===== config.mk =====
export PLATFORM = sky130hd
export DESIGN_NAME = id_ex_stage
export DESIGN_NICKNAME = d
export VERILOG_FILES = /design/src/rtl/id_ex_stage.sv
export SDC_FILE = /design/constraint.sdc
export NUM_CORES = 1
export LEC_CHECK = 0
export BUFFER_PORTS_ARGS = -buffer_cell sky130_fd_sc_hd__clkbuf_2
export CORE_ASPECT_RATIO = 1.1
export CORE_MARGIN = 2
export CORE_UTILIZATION = 51
export CTS_BUF_LIST = sky130_fd_sc_hd__clkbuf_8
export CTS_CLUSTER_DIAMETER = 40
export DETAILED_ROUTE_END_ITERATION = 8
export GPL_ROUTABILITY_DRIVEN = 0
export PLACE_DENSITY = 0.84
export SLEW_MARGIN = 20
export SYNTH_ARGS = -nofsm -noshare
export SYNTH_HDL_FRONTEND = slang
export SYNTH_SLANG_ARGS = --single-unit

===== constraint.sdc =====
create_clock -name clk -period 3.06 [get_ports clk]
set_input_delay 0.612 -clock clk [delete_from_list [all_inputs] [get_ports clk]]
set_output_delay 0.612 -clock clk [all_outputs]
set_load 0.02 [all_outputs]

===== src/rtl/id_ex_stage.sv =====
// id_ex_stage: decode-to-execute pipeline register with operand forwarding
// from the EX/MEM and MEM/WB result buses, plus load-use hazard detection.
// ALU operands and controls are driven from the registered instruction.
module id_ex_stage #(
  parameter int WIDTH    = 16,
  parameter int REG_BITS = 3
) (
  input  logic                clk,
  input  logic                rst,
  input  logic                id_valid,
  input  logic [WIDTH-1:0]    id_rs_data,
  input  logic [WIDTH-1:0]    id_rt_data,
  input  logic [WIDTH-1:0]    id_imm,
  input  logic                id_use_imm,
  input  logic [REG_BITS-1:0] id_rs,
  input  logic [REG_BITS-1:0] id_rt,
  input  logic                id_rs_used,
  input  logic                id_rt_used,
  input  logic [3:0]          id_oper,
  input  logic                id_cin,
  input  logic                id_inva,
  input  logic                id_invb,
  input  logic                id_sign,
  input  logic [REG_BITS-1:0] id_rd,
  input  logic                id_regwrite,
  input  logic                id_memread,
  input  logic                exm_valid,
  input  logic                exm_regwrite,
  input  logic [REG_BITS-1:0] exm_rd,
  input  logic [WIDTH-1:0]    exm_result,
  input  logic                mwb_valid,
  input  logic                mwb_regwrite,
  input  logic [REG_BITS-1:0] mwb_rd,
  input  logic [WIDTH-1:0]    mwb_result,
  input  logic                ex_stall,
  input  logic                flush,
  output logic                stall_id,
  output logic                ex_valid,
  output logic [WIDTH-1:0]    InA,
  output logic [WIDTH-1:0]    InB,
  output logic [WIDTH-1:0]    ex_store_data,
  output logic                Cin,
  output logic                invA,
  output logic                invB,
  output logic                sign,
  output logic [3:0]          Oper,
  output logic [REG_BITS-1:0] ex_rd,
  output logic                ex_regwrite,
  output logic                ex_memread
);

  // held instruction state
  logic                valid_q;
  logic [WIDTH-1:0]    rs_data_q;
  logic [WIDTH-1:0]    rt_data_q;
  logic [WIDTH-1:0]    imm_q;
  logic                use_imm_q;
  logic [REG_BITS-1:0] rs_q;
  logic [REG_BITS-1:0] rt_q;
  logic                rs_used_q;
  logic                rt_used_q;
  logic [3:0]          oper_q;
  logic                cin_q;
  logic                inva_q;
  logic                invb_q;
  logic                sign_q;
  logic [REG_BITS-1:0] rd_q;
  logic                regwrite_q;
  logic                memread_q;

  logic [WIDTH-1:0]    fwd_rs;
  logic [WIDTH-1:0]    fwd_rt;
  logic                hazard;

  // forward each source from the youngest matching producer, EX/MEM first
  always_comb begin
    fwd_rs = rs_data_q;
    fwd_rt = rt_data_q;
    if (exm_valid && exm_regwrite && (exm_rd == rs_q) && rs_used_q) begin
      fwd_rs = exm_result;
    end else if (mwb_valid && mwb_regwrite && (mwb_rd == rs_q) && rs_used_q) begin
      fwd_rs = mwb_result;
    end
    if (exm_valid && exm_regwrite && (exm_rd == rt_q) && rt_used_q) begin
      fwd_rt = exm_result;
    end else if (mwb_valid && mwb_regwrite && (mwb_rd == rt_q) && rt_used_q) begin
      fwd_rt = mwb_result;
    end
  end

  // a held load whose destination is read by decode cannot be forwarded in time
  always_comb begin
    hazard = valid_q && memread_q && id_valid &&
             ((id_rs_used && (id_rs == rd_q)) || (id_rt_used && (id_rt == rd_q)));
    stall_id = (ex_stall || hazard) && !flush;
  end

  // pipeline register: flush, then stall with operand refresh, then bubble, then capture
  always_ff @(posedge clk or negedge rst) begin
    if (!rst) begin
      valid_q    <= 1'b0;
      rs_data_q  <= '0;
      rt_data_q  <= '0;
      imm_q      <= '0;
      use_imm_q  <= 1'b0;
      rs_q       <= '0;
      rt_q       <= '0;
      rs_used_q  <= 1'b0;
      rt_used_q  <= 1'b0;
      oper_q     <= '0;
      cin_q      <= 1'b0;
      inva_q     <= 1'b0;
      invb_q     <= 1'b0;
      sign_q     <= 1'b0;
      rd_q       <= '0;
      regwrite_q <= 1'b0;
      memread_q  <= 1'b0;
    end else if (flush) begin
      valid_q <= 1'b0;
    end else if (ex_stall) begin
      rs_data_q <= fwd_rs;
      rt_data_q <= fwd_rt;
    end else if (hazard) begin
      valid_q <= 1'b0;
    end else begin
      valid_q    <= id_valid;
      rs_data_q  <= id_rs_data;
      rt_data_q  <= id_rt_data;
      imm_q      <= id_imm;
      use_imm_q  <= id_use_imm;
      rs_q       <= id_rs;
      rt_q       <= id_rt;
      rs_used_q  <= id_rs_used;
      rt_used_q  <= id_rt_used;
      oper_q     <= id_oper;
      cin_q      <= id_cin;
      inva_q     <= id_inva;
      invb_q     <= id_invb;
      sign_q     <= id_sign;
      rd_q       <= id_rd;
      regwrite_q <= id_regwrite;
      memread_q  <= id_memread;
    end
  end

  // ALU-facing outputs; only the side-effecting flags are qualified by valid
  always_comb begin
    ex_valid      = valid_q;
    InA           = fwd_rs;
    InB           = use_imm_q ? imm_q : fwd_rt;
    ex_store_data = fwd_rt;
    Oper          = oper_q;
    Cin           = cin_q;
    invA          = inva_q;
    invB          = invb_q;
    sign          = sign_q;
    ex_rd         = rd_q;
    ex_regwrite   = regwrite_q && valid_q;
    ex_memread    = memread_q && valid_q;
  end

endmodule


==> Word level (Yosys, flattened, before mapping) <==
Index checks and enable logic that the tools add are counted.
{ "word_totals": {"out_inout_bits": 63, "in_bits": 117, "register_bits": 71, "elab_cells": 62} }
{ "op_classes": {"eq_ne": 8, "n_mux": 12, "n_bitwise": 3, "n_reduce_logical": 22} }
{ "op_table": {"columns": ["cell", "count"], "rows": [
  ["16-bit two-way mux", 9],
  ["3-bit == test", 6],
  ["1-bit logical AND", 17],
  ["1-bit two-way mux", 3],
  ["1-bit NOT", 3],
  ["3-bit AND reduction", 1],
  ["1-bit logical OR", 2],
  ["2-bit by 1-bit inequality test with 1-bit output (second input constant)", 1],
  ["2-bit inequality test (second input constant)", 1],
  ["2-bit AND reduction", 1],
  ["1-bit zero test", 1]
]} }

==> Longest topological paths before layout <==
Gate-level depths: netlist (run 1).
{ "depth": {"depth_word": 7, "depth_mapped": 8, "depth_no_buf": 5} }

==> Worst setup path before layout (run 1) <==
No wires, ideal clock.
{ "synth_timing": {"kind": "input to output", "start": "input port exm_rd[2]", "end": "output port InB[10]", "path_buffers": 1, "arrival_ps": 2259, "stages": 5, "required_ps": 2448, "slack_ps": 189, "cell_sequence": "xor2_1 nor4_2 buf_2 a211oi_2 o31ai_1"} }
{ "synth_via": {"elab_chain_cells": 5} }
{ "synth_lines": {"columns": ["element", "line_no", "text"], "rows": [
  ["start, declared", "29", "input logic [REG_BITS-1:0] exm_rd,"],
  ["3-bit == test", "84", "if (exm_valid && exm_regwrite && (exm_rd == rt_q) && rt_used_q) begin"],
  ["1-bit logical AND (2 in series)", "84", null],
  ["16-bit two-way mux", "84", null],
  ["16-bit two-way mux", "150", "InB = use_imm_q ? imm_q : fwd_rt;"],
  ["end, declared", "40", "output logic [WIDTH-1:0] InB,"]
]} }
Every way passes these cells.

==> Worst setup path in the final report (run 1) <==
{ "layout_timing": {"start": "register rt_q[1]", "end": "output port InB[12]"} }
{ "layout_via": {"elab_chain_cells": 6, "word_cells_on_any_way": 9, "cone_classes": "eq/ne (2); mux (3); reduce/logical (4)"} }
{ "layout_lines": {"columns": ["element", "line_no", "text"], "rows": [
  ["start, declared", "59", "logic [REG_BITS-1:0] rt_q;"],
  ["start signal, assigned", "132", "rt_q <= id_rt;"],
  ["3-bit == test", "86", "end else if (mwb_valid && mwb_regwrite && (mwb_rd == rt_q) && rt_used_q) begin"],
  ["1-bit logical AND (2 in series)", "86", null],
  ["16-bit two-way mux", "86", null],
  ["16-bit two-way mux *", "84", null],
  ["16-bit two-way mux *", "150", null]
]} }
Mark *: on every way between the ends. The rest lies on a longest branch, timed or not.

==> flow_metrics.env, run 1 <==
export IMPL_dpl_cell_area_sq_um=5539
export IMPL_drive_above_1_share=0.4533
export IMPL_cts_clk_slew_worst_paths_ps=80
export IMPL_dieArea_sq_um=9529
export IMPL_postRouteAntennaNets=0
export IMPL_crit_start="rt_q[1]$_DFFE_PN0P_"
export IMPL_required_ps=2450
export IMPL_syn_inst=468
export IMPL_syn_area_per_cell_sq_um=9.550
export IMPL_seqCellArea_sq_um=1777
export IMPL_io_pins=180
export IMPL_cts_max_level=3
export IMPL_clkLatencyLatePin_ps=350
export IMPL_slew_headroom=0.3128
export IMPL_fill_cells=662
export IMPL_totalWireLength_microns=14240
export IMPL_wl_met2_microns=7019
export IMPL_layout_common_cells="clkbuf_2 (178), dfrtp_1 (71), mux2_2 (54)"
export IMPL_placed_cells=737
export IMPL_drt_vias_per_instance=6.165
export IMPL_critPathMaxFanout=16
export IMPL_drc=0
export IMPL_grt_overflow=0
export IMPL_rsz0062_at_grt="true"
export IMPL_synth_seq_area_share=0.3975
export IMPL_fp_coreArea_sq_um=8452
export IMPL_route_met3_wl_microns=1090
export IMPL_worst_hold_path_type="primary input to async pin"
export IMPL_final_nets=754
export IMPL_rr_startpoint="ex_rd[2]$_DFFE_PN0P_"
export IMPL_whs_ps=380.3
export IMPL_clock_sinks=71
export IMPL_grt_max_degree=72
export IMPL_hold_viol_final=0
export IMPL_port_buffers=179
export IMPL_p_per_area_nw_per_um2=555.9
export IMPL_met1_length_microns=5778
export IMPL_multi_input_area_sq_um=2556
export IMPL_instances_no_fill=753
export IMPL_synth_nets=585
export IMPL_first_pass_iters=5
export IMPL_ctsHoldBuffers=0
export IMPL_grt_total_usage=0.2968
export IMPL_netlist_area_sq_um=4469
export IMPL_startpoint_type="flip-flop"
export IMPL_num_antenna_cells=0
export IMPL_hpwl_microns=10560
export IMPL_setup_viol=0
export IMPL_rows=35
export IMPL_num_vias=4642
export IMPL_die_h_microns=102.2
export IMPL_routedWlPerCell_microns=18.91
export IMPL_fin_worst_skew_ps=11.16
export IMPL_max_freq_mhz=331.8
export IMPL_die_w_microns=93.26
export IMPL_yosysWarningCount=0
export IMPL_finalWorstSetupSlack_ps=45.92
export IMPL_power_mw=3.234
export IMPL_tns_ps=0
export IMPL_tritoncts="yes"
export IMPL_slew_viol_final=0
export IMPL_status="complete, no violations"
export IMPL_ys_types=29
export IMPL_period_needed_ps=3014
export IMPL_dr_max_layer_used="met4"
export IMPL_synth_seq_cells=71
export IMPL_initial_core_util=0.5288
export IMPL_path_class="flip-flop to output pin"
export IMPL_critPathCaptureType="output pin"
export IMPL_area_delta_synth_final_pct=30.18
export IMPL_p_leak_nw=2.683
export IMPL_grt_antenna_before_repair=0
export IMPL_post_cts_buffers=0
export IMPL_final_common_cell="clkbuf_2"
export IMPL_tightest_slew_ps=1031
export IMPL_clockBufferDepth=2
export IMPL_cap_violations=0
export IMPL_grt_pass1_wl_microns=22100
export IMPL_cp_arrival_ps=2400
export IMPL_drt_iter0_markers=335
export IMPL_place_ws_ps=49.27
export IMPL_cts_buffers_inserted=9
export IMPL_fin_util=0.6884
export IMPL_final_area_sq_um=5818
export IMPL_layout_worst_path_cycle_share=0.9850
export IMPL_grt_pass1_vias=4548
export IMPL_root_buffer="clkbuf_8"
export IMPL_peakVddDrop_mv=0.3894
[layout make-up]
class	count	share of cell area
well taps	111	0.02387
multi-input cells	352	0.4394
clock buffers	9	0.02129
clock inverters	7	0.02043
inverters	1	0.0006452
repair buffers	202	0.1890
flip-flops and latches	71	0.3054
[routing by layer]
layer	vias up	GRT usage
met5	-	0
met4	0	0.1244
met3	36	0.05457
met2	231	0.4931
met1	2249	0.3840
li1	2126	-
[registers in the layout (all words and copies together) (netlist names), 3 cells and up]
register and cells:
imm_q 16, rs_data_q 16, rt_data_q 16, Oper 4
ex_rd 3, rs_q 3, rt_q 3
[worst max-delay path: stages (launching register included)]
cell and delay [ps]:
dfrtp_1 430, xor2_1 190, or4_1 550, buf_6 210, a211oi_2 360, o31ai_1 120, clkbuf_2 200
[cell usage after synthesis (all sizes together)]
| library cell | number | share of area |
|---|---|---|
| clkbuf | 34 | 0.029 |
| inv | 1 | 0.00084 |
| nor2 | 51 | 0.043 |
| buf | 10 | 0.011 |
| xor2 | 9 | 0.018 |
| and2 | 3 | 0.0042 |
| a21oi | 1 | 0.0011 |
| o31ai | 16 | 0.027 |
| o2bb2ai | 16 | 0.031 |
| nor4 | 17 | 0.025 |
| o21ai | 16 | 0.018 |
| mux2 | 54 | 0.14 |
| xnor2 | 9 | 0.018 |
| a311oi | 16 | 0.031 |
| a31oi | 17 | 0.024 |
| a21o | 17 | 0.029 |
| nand4 | 19 | 0.027 |
| dfrtp | 71 | 0.40 |
| nand2 | 50 | 0.042 |
| and3 | 1 | 0.0014 |
| nand3 | 3 | 0.0034 |
| and4 | 1 | 0.0020 |
| or4 | 3 | 0.0050 |
| o32a | 16 | 0.036 |
| a211oi | 17 | 0.041 |
[power by group]
group / total, mW / internal [mW] / switching [mW]
clock network: 0.933 / 0.545 / 0.388
registers: 1.19 / 1.08 / 0.116
logic: 1.11 / 0.468 / 0.638
[worst paths after layout]
kind / slack [ps] / cells after the start / to
setup / recovery: 50 / 6 / InB[12]
max in group asynchronous: 2070 / 1 / rs_data_q[14]$_DFFE_PN0P_
hold / removal: 380 / 1 / sign$_DFFE_PN0P_
min in group clk: 490 / 2 / Cin$_DFFE_PN0P_
hold reg to reg: 500 / 1 / rs_data_q[6]$_DFFE_PN0P_
setup reg to reg: 730 / 6 / rt_data_q[10]$_DFFE_PN0P_
[cells by family after synthesis]
family | share of synthesized area
flops | 0.3975
xor+xnor | 0.03528
buf+inv | 0.04087
simple gates | 0.1526
mux | 0.1361
compound gates | 0.2377
[repair_timing]
| item | CTS | global route |
|---|---|---|
| hold endpoints to repair | 0 | 0 |
| pin swaps | 0 | 0 |
| gates resized for setup | 5 | 2 |
| endpoints found under the setup margin | 7 | 19 |
(Power assumes the default switching activity.)
==> run 2, diff against run 1 <==
- BUFFER_PORTS_ARGS: -buffer_cell sky130_fd_sc_hd__clkbuf_2 -> default
- CORE_UTILIZATION: 51 -> 60
- DONT_BUFFER_PORTS: default -> 1
- PLACE_DENSITY: 0.84 -> 0.76
==> flow_metrics.env, run 2 (synthesized netlist as in run 1, its figures left out) <==
export IMPL_status="complete, no violations"
export IMPL_tritoncts="yes"
export IMPL_port_buffers=0
export IMPL_grt_total_usage=0.3218
export IMPL_clockBufferDepth=2
export IMPL_layout_common_cells="dfrtp_1 (71), buf_4 (62), mux2_2 (54)"
export IMPL_slew_viol_final=0
export IMPL_tightest_slew_ps=650.7
export IMPL_required_ps=2450
export IMPL_rsz0062_at_grt="true"
export IMPL_drt_vias_per_instance=6.993
export IMPL_r2r_end="rt_data_q[7]$_DFFE_PN0P_"
export IMPL_fin_worst_skew_ps=11.19
export IMPL_worst_hold_path_type="primary input to async pin"
export IMPL_period_needed_ps=3040
export IMPL_postRouteAntennaNets=0
export IMPL_slew_headroom=0.5662
export IMPL_hpwl_microns=9765
export IMPL_die_w_microns=86.29
export IMPL_drt_iter0_markers=389
export IMPL_place_ws_ps=182.6
export IMPL_cts_max_level=3
export IMPL_routedWlPerCell_microns=22.64
export IMPL_first_pass_iters=5
export IMPL_fill_cells=563
export IMPL_largest_registers="imm_q x16, rs_data_q x16, rt_data_q x16"
export IMPL_drc=0
export IMPL_path_class="flip-flop to output pin"
export IMPL_r2r_cells=6
export IMPL_peakVddDrop_mv=0.4139
export IMPL_critPathMaxFanout=16
export IMPL_num_antenna_cells=0
export IMPL_io_pins=180
export IMPL_setup_viol=0
export IMPL_whs_ps=131.8
export IMPL_area_delta_synth_final_pct=14.92
export IMPL_cts_buffers_inserted=9
export IMPL_rrSetupSlack_ps=780
export IMPL_layout_worst_path_cycle_share=0.9936
export IMPL_root_buffer="clkbuf_8"
export IMPL_grt_pass1_vias=3975
export IMPL_max_freq_mhz=328.9
export IMPL_finalWorstSetupSlack_ps=19.68
export IMPL_cap_violations=0
export IMPL_grt_max_degree=72
export IMPL_totalWireLength_microns=13380
export IMPL_rows=33
export IMPL_cts_clk_slew_worst_paths_ps=90
export IMPL_final_common_cell="dfrtp_1"
export IMPL_p_per_area_nw_per_um2=565.9
export IMPL_num_vias=4133
export IMPL_tns_ps=0
export IMPL_rr_startpoint="rt_q[1]$_DFFE_PN0P_"
export IMPL_clock_sinks=71
export IMPL_fin_util=0.6988
export IMPL_power_mw=2.906
export IMPL_cp_arrival_ps=2430
export IMPL_drive_above_1_share=0.3056
export IMPL_die_h_microns=94.52
export IMPL_grt_overflow=0
export IMPL_p_leak_nw=2.102
export IMPL_dieArea_sq_um=8156
export IMPL_hold_viol_final=0
export IMPL_clkLatencyLatePin_ps=350
export IMPL_startpoint_type="flip-flop"
export IMPL_critPathCaptureType="output pin"
export IMPL_grt_antenna_before_repair=0
export IMPL_fp_coreArea_sq_um=7350
export IMPL_final_nets=616
export IMPL_grt_pass1_wl_microns=20380
export IMPL_initial_core_util=0.6081
## run 2: power by group
part / switching, mW / internal [mW]
clock network: 0.383 / 0.295
logic: 0.546 / 0.463
registers: 0.140 / 1.08
total: 1.07 / 1.84
## run 2: worst max-delay path: stages, from the launching register on
cell and delay (ps):
dfrtp_1 450, xor2_1 190, or4_1 530, buf_4 250, a211oi_2 350, o31ai_1 140, buf_4 170
## run 2: how the worst max path moves through the flow
stage / to / from / slack [ps]
2_1_floorplan: InB[10] / exm_rd[2] / 190
6_report: InB[2] / rt_q[1]$_DFFE_PN0P_ / 20
5_1_grt: InB[13] / rt_q[1]$_DFFE_PN0P_ / -40
3_5_place_dp: InB[15] / mwb_rd[1] / 180
4_1_cts: InB[1] / rt_q[1]$_DFFE_PN0P_ / 4
3_3_place_gp: InB[15] / mwb_rd[1] / 240
## run 2: metrics by stage
stage	area [sq um]	std cells
floorplan	4469	468
global placement	4891	573
detailed placement	4891	573
CTS	5106	590
global route	5136	591
finish	5136	591
## run 2: what timing repair did
action                                 in CTS  in global routing
hold buffers                                1                  0
pin swaps                                   0                  1
gates resized for setup                     3                  4
buffers inserted                            0                  1
endpoints found under the hold margin      71                  0
setup endpoints to repair                   5                 19
## run 2: layout make-up
class | count | area (sq um) | area share
Multi-Input combinational cell | 352 | 2561 | 0.4987
Sequential cell | 71 | 1777 | 0.3459
Timing Repair Buffer | 64 | 513.0 | 0.09988
Clock buffer | 9 | 123.9 | 0.02412
Tap cell | 87 | 108.9 | 0.02119
Clock inverter | 7 | 48.80 | 0.009501
Inverter | 1 | 3.754 | 0.0007308
## run 2: metal layers
metal	global-route usage	vias to the layer above	wire length [microns]
li1	-	1839	-
met1	0.4409	2024	5440
met4	0.1250	0	351
met2	0.5071	237	6352
met3	0.06206	33	1235
met5	0	-	0
